File: config.mk
export PLATFORM = sky130hd
export DESIGN_NAME = hazard_scoreboard_flat
export DESIGN_NICKNAME = d
export VERILOG_FILES = /design/src/rtl/hazard_scoreboard_pkg.sv /design/src/rtl/hazard_scoreboard_if.sv /design/src/rtl/hazard_scoreboard_sb_lookup.sv /design/src/rtl/hazard_scoreboard.sv /design/src/flat_wrapper.sv
export SDC_FILE = /design/constraint.sdc
export NUM_CORES = 1
export LEC_CHECK = 0
export CORE_AREA = 4 4 65 67
export CTS_CLUSTER_DIAMETER = 200
export DETAILED_ROUTE_END_ITERATION = 10
export DIE_AREA = 0 0 69 71
export DONT_BUFFER_PORTS = 1
export GPL_TIMING_DRIVEN = 0
export PLACE_DENSITY = 0.52
export SLEW_MARGIN = 10
export SYNTH_ARGS = -nofsm -noshare
export SYNTH_HDL_FRONTEND = slang
export SYNTH_HIERARCHICAL = 1
export SYNTH_SLANG_ARGS = --single-unit
File: constraint.sdc
create_clock -name clock -period 4.7 [get_ports clock]
set_input_delay 0.235 -clock clock [delete_from_list [all_inputs] [get_ports clock]]
set_output_delay 0.235 -clock clock [all_outputs]
set_load 0.005 [all_outputs]
File: src/rtl/hazard_scoreboard_pkg.sv
// Shared constants for the hazard scoreboard: default geometry, bypass select encoding
// and the latency classes decode assigns to each instruction.
package hazard_scoreboard_pkg;

    localparam int AW_DEF      = 5;
    localparam int NSRC_DEF    = 2;
    localparam int DEPTH_DEF   = 3;
    localparam int MAX_LAT_DEF = 2;

    // fwd_sel value meaning "read the register file"
    localparam int FWD_RF = 0;

    typedef enum int {
        LAT_ALU = 0,
        LAT_LW  = 1,
        LAT_MUL = 2
    } latClass_e;

endpackage

File: src/rtl/hazard_scoreboard_if.sv
// ID-stage <-> scoreboard bundle: issue request, source lookups, and the
// stall / bypass-select answers that steer the EX operand muxes.
interface hazard_scoreboard_if #(
    parameter int AW      = 5,
    parameter int NSRC    = 2,
    parameter int DEPTH   = 3,
    parameter int MAX_LAT = 2
);
    localparam int LW_ = $clog2(MAX_LAT + 1);
    localparam int SW  = $clog2(DEPTH + 1);

    logic                 id_issue;
    logic                 id_reg_write;
    logic [AW-1:0]        id_rd;
    logic [LW_-1:0]       id_lat;
    logic [NSRC*AW-1:0]   id_src_addr;
    logic [NSRC-1:0]      id_src_used;
    logic                 flush;
    logic                 stall;
    logic [NSRC*SW-1:0]   fwd_sel;
    logic [DEPTH-1:0]     stage_valid;

    modport master (
        output id_issue, id_reg_write, id_rd, id_lat, id_src_addr, id_src_used, flush,
        input  stall, fwd_sel, stage_valid
    );

    modport slave (
        input  id_issue, id_reg_write, id_rd, id_lat, id_src_addr, id_src_used, flush,
        output stall, fwd_sel, stage_valid
    );
endinterface

File: src/rtl/hazard_scoreboard_sb_lookup.sv
// One source-operand lookup: finds the youngest in-flight producer of addr and
// reports whether its result is already bypassable and from which stage.
module sb_lookup
    import hazard_scoreboard_pkg::*;
#(
    parameter int AW    = 5,
    parameter int DEPTH = 3,
    parameter int LW_   = 2,
    parameter int SW    = 2
) (
    input  logic [AW-1:0]                  addr,
    input  logic                           used,
    input  logic [DEPTH-1:0]               validVec,
    input  logic [DEPTH-1:0][AW-1:0]       rdVec,
    input  logic [DEPTH-1:0][LW_-1:0]      latVec,
    output logic                           hit,
    output logic                           ready,
    output logic [SW-1:0]                  sel
);

    // Scan oldest to youngest so the last match written is the youngest producer.
    always_comb begin
        hit   = 1'b0;
        ready = 1'b0;
        sel   = SW'(FWD_RF);
        if (used && addr != '0) begin
            for (int k = DEPTH - 1; k >= 0; k--) begin
                if (validVec[k] && rdVec[k] == addr) begin
                    hit   = 1'b1;
                    ready = (latVec[k] == '0);
                    sel   = (latVec[k] == '0) ? SW'(k + 1) : SW'(FWD_RF);
                end
            end
        end
    end

endmodule

File: src/rtl/hazard_scoreboard.sv
// Destination-tag scoreboard for the post-ID pipeline: shifts in-flight tags each
// cycle and answers per-source bypass selects plus a single ID stall.
module hazard_scoreboard
    import hazard_scoreboard_pkg::*;
#(
    parameter int AW      = AW_DEF,
    parameter int NSRC    = NSRC_DEF,
    parameter int DEPTH   = DEPTH_DEF,
    parameter int MAX_LAT = MAX_LAT_DEF
) (
    input  logic                 clock,
    input  logic                 reset,
    hazard_scoreboard_if.slave   sb
);
    localparam int LW_ = $clog2(MAX_LAT + 1);
    localparam int SW  = $clog2(DEPTH + 1);

    logic [DEPTH-1:0]           validReg;
    logic [DEPTH-1:0][AW-1:0]   rdReg;
    logic [DEPTH-1:0][LW_-1:0]  latReg;

    logic [NSRC-1:0]            srcHit;
    logic [NSRC-1:0]            srcReady;
    logic                       stallInt;
    logic                       issued;
    logic [LW_-1:0]             latIn;

    // Out-of-range latencies are treated as the slowest legal class.
    assign latIn  = (int'(sb.id_lat) > MAX_LAT) ? LW_'(MAX_LAT) : sb.id_lat;
    assign issued = sb.id_issue & ~stallInt & ~sb.flush;

    always_ff @(posedge clock or negedge reset) begin
        if (!reset) begin
            validReg <= '0;
            rdReg    <= '0;
            latReg   <= '0;
        end else begin
            validReg[0] <= issued & sb.id_reg_write & (sb.id_rd != '0);
            rdReg[0]    <= sb.id_rd;
            latReg[0]   <= latIn;
            for (int k = 1; k < DEPTH; k++) begin
                validReg[k] <= validReg[k-1];
                rdReg[k]    <= rdReg[k-1];
                latReg[k]   <= (latReg[k-1] == '0) ? '0 : latReg[k-1] - 1'b1;
            end
        end
    end

    generate
        for (genvar gi = 0; gi < NSRC; gi++) begin : g_src
            sb_lookup #(
                .AW    (AW),
                .DEPTH (DEPTH),
                .LW_   (LW_),
                .SW    (SW)
            ) u_lookup (
                .addr     (sb.id_src_addr[gi*AW +: AW]),
                .used     (sb.id_src_used[gi]),
                .validVec (validReg),
                .rdVec    (rdReg),
                .latVec   (latReg),
                .hit      (srcHit[gi]),
                .ready    (srcReady[gi]),
                .sel      (sb.fwd_sel[gi*SW +: SW])
            );
        end
    endgenerate

    // Flush deliberately does not mask stall; only a real issue request can stall.
    assign stallInt       = sb.id_issue & |(srcHit & ~srcReady);
    assign sb.stall       = stallInt;
    assign sb.stage_valid = validReg;

endmodule

File: src/flat_wrapper.sv
// flat-port wrapper written by rule: the top's interface ports become plain ports
module hazard_scoreboard_flat import hazard_scoreboard_pkg::*;
#(
    parameter int AW      = AW_DEF,
    parameter int NSRC    = NSRC_DEF,
    parameter int DEPTH   = DEPTH_DEF,
    parameter int MAX_LAT = MAX_LAT_DEF
)
  (clock, reset, sb_id_issue, sb_id_reg_write, sb_id_rd, sb_id_lat, sb_id_src_addr, sb_id_src_used, sb_flush, sb_stall, sb_fwd_sel, sb_stage_valid);
  hazard_scoreboard_if #(.AW(AW), .NSRC(NSRC), .DEPTH(DEPTH), .MAX_LAT(MAX_LAT)) sb_i ();
  input  logic clock;
  input  logic reset;
  input wire logic [$bits(sb_i.id_issue)-1:0] sb_id_issue;
  input wire logic [$bits(sb_i.id_reg_write)-1:0] sb_id_reg_write;
  input wire logic [$bits(sb_i.id_rd)-1:0] sb_id_rd;
  input wire logic [$bits(sb_i.id_lat)-1:0] sb_id_lat;
  input wire logic [$bits(sb_i.id_src_addr)-1:0] sb_id_src_addr;
  input wire logic [$bits(sb_i.id_src_used)-1:0] sb_id_src_used;
  input wire logic [$bits(sb_i.flush)-1:0] sb_flush;
  output wire logic [$bits(sb_i.stall)-1:0] sb_stall;
  output wire logic [$bits(sb_i.fwd_sel)-1:0] sb_fwd_sel;
  output wire logic [$bits(sb_i.stage_valid)-1:0] sb_stage_valid;
  assign sb_i.id_issue = sb_id_issue;
  assign sb_i.id_reg_write = sb_id_reg_write;
  assign sb_i.id_rd = sb_id_rd;
  assign sb_i.id_lat = sb_id_lat;
  assign sb_i.id_src_addr = sb_id_src_addr;
  assign sb_i.id_src_used = sb_id_src_used;
  assign sb_i.flush = sb_flush;
  assign sb_stall = sb_i.stall;
  assign sb_fwd_sel = sb_i.fwd_sel;
  assign sb_stage_valid = sb_i.stage_valid;
  hazard_scoreboard #(.AW(AW), .NSRC(NSRC), .DEPTH(DEPTH), .MAX_LAT(MAX_LAT)) u_core (.clock(clock), .reset(reset), .sb(sb_i));
endmodule
==> qor.log, run 1 <==
[clocking] clock latency on the worst-skew pair 0.27 ns
[synth] most repeated cell in the gate-level netlist after synthesis sky130_fd_sc_hd__dfrtp_1
[final_layout] share of post-route cells with drive strength above 1 9.52%
[clocking] TritonCTS clock tree yes
[die] core box area 0.00363 mm2
[drt] number of DRC violations after detailed routing 0
[die] initial core utilization 33.9%
[drt] average wire per cell in the routed design 15.4 um
[final_layout] count of inserted antenna diode cells 0
[sta] final clock skew 0.00760 ns
[synth] Avg Inst Size Synth 10.6 um2
[critical_path] launching element type of the critical path register
[critical_path] data arrival time of the worst path 2.05 ns
[worst_hold_path] worst hold path type in2reg
[sta] actual transition at the worst max-transition pin 1.08 ns
[critical_path] endpoint kind of the worst setup timing path primary output
[run_status] outcome completed
[synth] Synth Cell Area 0.00123 mm2
[sta] total negative slack for setup checks 0 ns
[global_routing] peak-usage layer in the global routing report met2
[synth] warning count from the yosys run 6
[drt] Iteration-0 DRC Markers 22
[synth] distinct cell type count of the synthesized netlist 23
[global_routing] GR Util met2 19.2%
[final_layout] growth of design area from synthesis to finish 15.5%
[synth] number of synthesized flops with an enable pin 0
[synth] most common flop cell mapped by yosys sky130_fd_sc_hd__dfrtp_1
[clocking] number of buffers added by the clock tree synthesis step 3
[critical_path] Top Family by Delay on Critical Path compound AO/OA/AOI/OAI gates
[clocking] Bufs on Longest Clock Path 2
[pwr] power density over the cells 320 mW/mm2
[global_routing] routing usage on met1 12.5%
[clocking] clock net sink count 24
[job] Max Cap Violations 0
[global_routing] vias in the first global route 924
[synth] Async SR Flop Fraction 100%
[die] num ports 32
[global_routing] initial antenna violation count 0
[die] number of core rows 22
[sta] post-route fraction of the period consumed by the critical path 48.7%
[drt] count of antenna-violating nets left after detailed routing 0
[final_layout] total area of multi-input combinational cells 613 um2
[critical_path] highest fanout seen on the critical path 3
[die] area enclosed by the die boundary 0.00490 mm2
[critical_path] type of the setup path with the least slack reg2out
[critical_path] CP Data Required Time 4.47 ns
[sta] fin worst setup slack 2.41 ns
[clocking] master cell of the clock root buffer sky130_fd_sc_hd__clkbuf_8
[critical_path] count of buffer and inverter cells on the critical path 0
[sta] max-slew violation count 0
[synth] synthesized netlist cell count 116
[sta] worst max-slew margin expressed relative to the limit 27.5%
[critical_path] cells along the critical path xor2_1, nor4_2, a311o_1, a31oi_1, o22ai_1, and2_1
[placed_design] half-perimeter wire length after placement 2120 um
[sta] shortest period the worst path allows 2.29 ns
[drt] detailed-routing iteration count for the pre-antenna-repair pass 4
[synth] cell types occupying the most area after synthesis sky130_fd_sc_hd__dfrtp_1 (49%), sky130_fd_sc_hd__xnor2_1 (16%), sky130_fd_sc_hd__xor2_1 (5.7%)
[placed_design] quantity of I/O buffers inserted on ports 0
[critical_path] Slowest cell on crit path sky130_fd_sc_hd__dfrtp_1
[final_layout] Storage cell area 601 um2
[drt] vias post-DR 871
[critical_path] worst stage delay on the critical path 0.42 ns
[global_routing] wire length of the first global-routing pass 4340 um
[clocking] H-Tree Level Count 1
[sta] Fmax 437 MHz
[die] width of the chip 69 um
[placed_design] worst slack, placed 2.70 ns
[synth] syn_nets 140
[clocking] number of resized instances in the post-cts repair step 0
[global_routing] grt total ovfl 0
[sta] final-report setup violation count 0
[synth] cell taking the most area after synthesis sky130_fd_sc_hd__dfrtp_1
[final_layout] core occupancy in the finished layout 39.2%
[drt] DR vias/cell 5.01
[sta] total count of hold-check failures in the final report 0
[synth] leading post-synthesis cells by instance count sky130_fd_sc_hd__dfrtp_1 (24), sky130_fd_sc_hd__xnor2_1 (22), sky130_fd_sc_hd__xor2_1 (8), sky130_fd_sc_hd__nor2_1 (7)
[global_routing] pin count of the biggest net entering global routing 25
[final_layout] fill cell count 375
[sta] setup repair after global routing missed its margin false
[pwr] peak ir drop on the vdd network 0.132 mV
[synth] area share of the largest cell type after synthesis 48.7%
[synth] synthesis-stage register bit count 24
[clocking] Clock transition at path regs 0.09 ns
[die] Die Ht 71 um
[final_layout] count of nets after finishing 151
[pwr] total leakage power 0.520 nW
[drt] total wire length after detailed routing 2670 um
[placed_design] Placer Congestion 0.789
[synth] share of synthesized area occupied by flip-flops and latches 48.7%
[global_routing] Total Routing Usage GR 11.5%
[global_routing] global routing usage on met3 3.55%
==> per-stage QoR <==
| stage | instance area, um2 | hold slack (ns) | instances | power [mW] |
|---|---|---|---|---|
| after floorplan | 1230 | -0.0606 | 116 | 0.263 |
| after global placement | 1290 | -0.0599 | 164 | 0.270 |
| after detailed placement | 1290 | -0.0599 | 164 | 0.271 |
| after CTS | 1420 | 0.0129 | 174 | 0.461 |
| after global routing | 1420 | 0.0100 | 174 | 0.475 |
| final | 1420 | 0.0201 | 174 | 0.456 |
==> flip-flops by register name, summed over array words and instances, names as in the netlist <==
| signal | flops |
|---|---|
| u_core/rdReg | 15 |
| u_core/latReg | 6 |
| u_core/sb.stage_valid | 3 |
==> cell type report <==
type / instances / area share (%)
Timing Repair Buffer: 6 / 4.22
Buffer: 1 / 0.264
Sequential cell: 24 / 42.2
Inverter: 4 / 1.05
Clock inverter: 1 / 2.11
Tap cell: 48 / 4.22
Clock buffer: 3 / 2.90
Multi-Input combinational cell: 87 / 43.1
==> layout by cell type, fill, tap and decap left out <==
cell type,n
sky130_fd_sc_hd__xor2_1,8
sky130_fd_sc_hd__o21ai_2,2
sky130_fd_sc_hd__nor2b_1,3
sky130_fd_sc_hd__inv_1,4
sky130_fd_sc_hd__clkbuf_1,1
sky130_fd_sc_hd__nand4_1,6
sky130_fd_sc_hd__o22ai_1,3
sky130_fd_sc_hd__or4_1,3
sky130_fd_sc_hd__dfrtp_1,24
sky130_fd_sc_hd__nor3_1,1
sky130_fd_sc_hd__clkbuf_8,3
sky130_fd_sc_hd__a31oi_1,4
sky130_fd_sc_hd__nor4_2,2
sky130_fd_sc_hd__and2_1,3
sky130_fd_sc_hd__or2_2,4
sky130_fd_sc_hd__a21oi_1,2
sky130_fd_sc_hd__nand3b_1,1
sky130_fd_sc_hd__nand2_1,6
sky130_fd_sc_hd__dlygate4sd3_1,6
sky130_fd_sc_hd__o21a_1,2
sky130_fd_sc_hd__o31ai_1,2
sky130_fd_sc_hd__xnor2_1,22
sky130_fd_sc_hd__bufinv_16,1
sky130_fd_sc_hd__nor2_1,7
sky130_fd_sc_hd__nand3_1,4
sky130_fd_sc_hd__a311o_1,2
==> power by group <==
| part | leakage (nW) | internal, mW | switching (mW) |
|---|---|---|---|
| sequential | 0.293 | 0.216 | 0.0102 |
| clock | 0.0357 | 0.114 | 0.0682 |
| combinational | 0.191 | 0.0252 | 0.0221 |
| total | 0.520 | 0.355 | 0.100 |
==> logic make-up after synthesis <==
| group | after synthesis | synth area share, % |
|---|---|---|
| xor gates and xnor gates | 30 | 21.3 |
| DFF | 24 | 48.7 |
| AOI/OAI and AO/OA | 17 | 9.85 |
| buffers and inverters | 5 | 1.52 |
| and+or+nand+nor | 40 | 18.6 |
==> layer usage <==
layer	share of wire (%)	vias up
li1	-	426
met2	50	34
met4	3.4	0
met1	39	404
met3	8.3	7
met5	0	-
==> what timing repair did <==
item | CTS | global route
setup buffers | 0 | 0
hold buffers | 6 | 0
endpoints found under the hold margin | 29 | 0
==> worst paths after layout <==
path | slack, ns | endpoint | depth (start not counted) | start
setup / recovery | 2.41 | sb_stall | 6 | u_core/rdReg[8]
hold / removal | 0.02 | u_core/latReg[0] | 1 | sb_id_lat[1]
setup reg to reg | 2.90 | u_core/sb.stage_valid[0] | 6 | u_core/rdReg[8]
hold reg to reg | 0.45 | u_core/rdReg[5] | 0 | u_core/rdReg[0]
max in group asynchronous | 3.44 | u_core/latReg[0] | 1 | reset
min in group asynchronous | 0.60 | u_core/rdReg[1] | 1 | reset
Note: power is estimated with default switching activity, not from simulation.
==> run 2: changes to the inputs <==
==> constraint.sdc (replaced) <==
create_clock -name clock -period 2.3 [get_ports clock]
set_input_delay 0.115 -clock clock [delete_from_list [all_inputs] [get_ports clock]]
set_output_delay 0.115 -clock clock [all_outputs]
set_load 0.005 [all_outputs]
==> qor.log, run 2 (synthesis gave the netlist of run 1 again) <==
[drt] Iteration-0 DRC Markers 43 [+95%]
[worst_hold_path] worst hold path type in2reg
[pwr] peak ir drop on the vdd network 0.271 mV [+100%]
[critical_path] launch instance of the worst register-to-register path u_core/rdReg[6]
[critical_path] worst stage delay on the critical path 0.43 ns [about the same]
[final_layout] growth of design area from synthesis to finish 20.5%
[die] initial core utilization 33.9% [unchanged]
[critical_path] cells along the critical path xor2_1, nor4_2, buf_4, nand4_1, a31oi_1, o22ai_2, and2_1
[final_layout] fill cell count 374 [-0.27%]
[final_layout] number of flip-flops under the largest register name 15 [unchanged]
[critical_path] Slowest cell on crit path sky130_fd_sc_hd__dfrtp_1
[drt] vias post-DR 911 [+4.6%]
[placed_design] quantity of I/O buffers inserted on ports 0 [unchanged]
[clocking] Clock transition at path regs 0.09 ns [about the same]
[final_layout] core occupancy in the finished layout 40.9% [+1.7 points]
[final_layout] total area of multi-input combinational cells 619 um2 [+1.0%]
[die] area enclosed by the die boundary 0.00490 mm2 [unchanged]
[critical_path] data arrival time of the worst path 2.14 ns [+0.09 ns]
[drt] detailed-routing iteration count for the pre-antenna-repair pass 4 [unchanged]
[die] num ports 32 [unchanged]
[clocking] H-Tree Level Count 1 [unchanged]
[sta] max-slew violation count 0 [unchanged]
[sta] post-route fraction of the period consumed by the critical path 97.8%
[sta] Fmax 444 MHz
[global_routing] Total Routing Usage GR 11.5% [+0.030 points]
[worst_hold_path] worst hold path cell count 2 [+1]
[clocking] master cell of the clock root buffer sky130_fd_sc_hd__clkbuf_8
[job] Max Cap Violations 0 [unchanged]
[final_layout] most common cell after layout, fill and taps aside sky130_fd_sc_hd__dfrtp_1
[sta] total count of hold-check failures in the final report 0 [unchanged]
[die] Die Ht 71 um [unchanged]
[sta] total negative slack for setup checks 0 ns [unchanged]
[sta] actual transition at the worst max-transition pin 1.09 ns [+0.00825 ns]
[sta] worst max-slew margin expressed relative to the limit 27.0% [-0.55 points]
[critical_path] type of the setup path with the least slack reg2out
[critical_path] cell count of the worst reg-to-reg path 7 [+1]
[pwr] power density over the cells 633 mW/mm2 [+98%]
[final_layout] register bank with the most flops u_core/rdReg
[drt] average wire per cell in the routed design 15.6 um [+1.3%]
[global_routing] initial antenna violation count 0 [unchanged]
[placed_design] half-perimeter wire length after placement 2120 um [unchanged]
[final_layout] final non-filler cell total 180 [+3.4%]
[critical_path] setup slack, reg-to-reg 0.36 ns [-2.54 ns]
[clocking] number of buffers added by the clock tree synthesis step 3 [unchanged]
[sta] final-report setup violation count 0 [unchanged]
[drt] count of antenna-violating nets left after detailed routing 0 [unchanged]
[clocking] clock net sink count 24 [unchanged]
[sta] final clock skew 0.00811 ns [+0.000513 ns]
[drt] number of DRC violations after detailed routing 0 [unchanged]
[placed_design] cell area reported after detailed placement 0.00129 mm2 [unchanged]
[critical_path] endpoint kind of the worst setup timing path primary output
[final_layout] count of inserted antenna diode cells 0 [unchanged]
[global_routing] grt total ovfl 0 [unchanged]
[clocking] Bufs on Longest Clock Path 2 [unchanged]
[final_layout] Storage cell area 601 um2 [unchanged]
[die] number of core rows 22 [unchanged]
[placed_design] Placer Congestion 0.789 [unchanged]
[critical_path] highest fanout seen on the critical path 3 [unchanged]
[placed_design] number of placed instances, taps included 164 [unchanged]
[final_layout] share of post-route cells with drive strength above 1 11.4% [+1.8 points]
[final_layout] leading cell types in the layout, fill and taps excluded sky130_fd_sc_hd__dfrtp_1 (24), sky130_fd_sc_hd__xnor2_1 (22), sky130_fd_sc_hd__dlygate4sd3_1 (10)
[worst_hold_path] critical hold path startpoint sb_id_rd[1]
[pwr] total leakage power 0.548 nW [+5.5%]
[run_status] outcome completed
[die] core box area 0.00363 mm2 [unchanged]
[sta] shortest period the worst path allows 2.25 ns
[final_layout] Finished Cell Area 0.00149 mm2 [+4.3%]
[critical_path] CP Data Required Time 2.18 ns [-2.29 ns]
[clocking] clock latency on the worst-skew pair 0.27 ns [about the same]
[clocking] TritonCTS clock tree yes
[global_routing] vias in the first global route 924 [unchanged]
[global_routing] pin count of the biggest net entering global routing 25 [unchanged]
[global_routing] wire length of the first global-routing pass 4350 um [+0.30%]
[critical_path] launching element type of the critical path register
[critical_path] FF-to-FF End u_core/sb.stage_valid[0]
[worst_hold_path] destination of the worst hold path u_core/sb.stage_valid[0]
[drt] DR vias/cell 5.06 [+1.1%]
[die] width of the chip 69 um [unchanged]
[final_layout] count of nets after finishing 157 [+4.0%]
[drt] total wire length after detailed routing 2800 um [+4.8%]
[run 2: final cells by class]
class | instances | share of cell area [%]
well taps | 48 | 4.04
inverters | 4 | 1.01
flip-flops and latches | 24 | 40.4
clock buffers | 3 | 2.78
clock inverters | 1 | 2.02
repair buffers | 12 | 7.75
multi-input cells | 87 | 41.7
plain buffers | 1 | 0.253
[run 2: report_power, final]
group	total [mW]	leakage, nW	switching (mW)	internal, mW
sequential	0.463	0.293	0.0209	0.442
combinational	0.106	0.220	0.0478	0.0578
clock	0.372	0.0357	0.139	0.233
[run 2: how the worst max path moves through the flow]
| stage | startpoint | end | slack (ns) | cells past startpoint |
|---|---|---|---|---|
| finish | u_core/rdReg[6] | sb_stall | 0.05 | 7 |
| global route | u_core/rdReg[6] | sb_stall | -0.08 | 6 |
| CTS | u_core/rdReg[8] | sb_stall | 0.11 | 6 |
| detailed placement | u_core/rdReg[8] | sb_stall | 0.42 | 6 |
| global placement | u_core/rdReg[8] | sb_stall | 0.42 | 6 |
| floorplan | u_core/rdReg[8] | sb_stall | 0.66 | 6 |
[run 2: per-layer routing]
layer / track usage, % / vias up / part of all wire [%]
met5: 0 / - / 0
met4: 7.81 / 0 / 3.2
met3: 3.55 / 7 / 9.2
met2: 19.1 / 43 / 50
met1: 12.6 / 420 / 37
li1: - / 441 / -
[run 2: worst max-delay path, delay by kind of cell, from the launching register on]
family / cells / cell delay (ns)
xor+xnor: 1 / 0.19
buf+inv: 1 / 0.17
flops: 1 / 0.43
compound gates: 2 / 0.39
simple gates: 3 / 0.68
[run 2: per-stage QoR]
step | setup slack (ns) | hold WS (ns) | total power, mW
2_1_floorplan | 0.657 | -0.181 | 0.538
3_3_place_gp | 0.423 | -0.180 | 0.551
3_5_place_dp | 0.424 | -0.180 | 0.553
4_1_cts | 0.108 | 0.0368 | 0.947
5_1_grt | -0.0832 | 0.0687 | 0.980
6_report | 0.0495 | 0.0369 | 0.940
[run 2: what timing repair did]
action | 4_1_cts | 5_1_grt
hold buffers | 10 | 0
buffers inserted | 0 | 2
endpoints found under the hold margin | 32 | 0
resized for setup | 0 | 1
setup endpoints to repair | 0 | 1
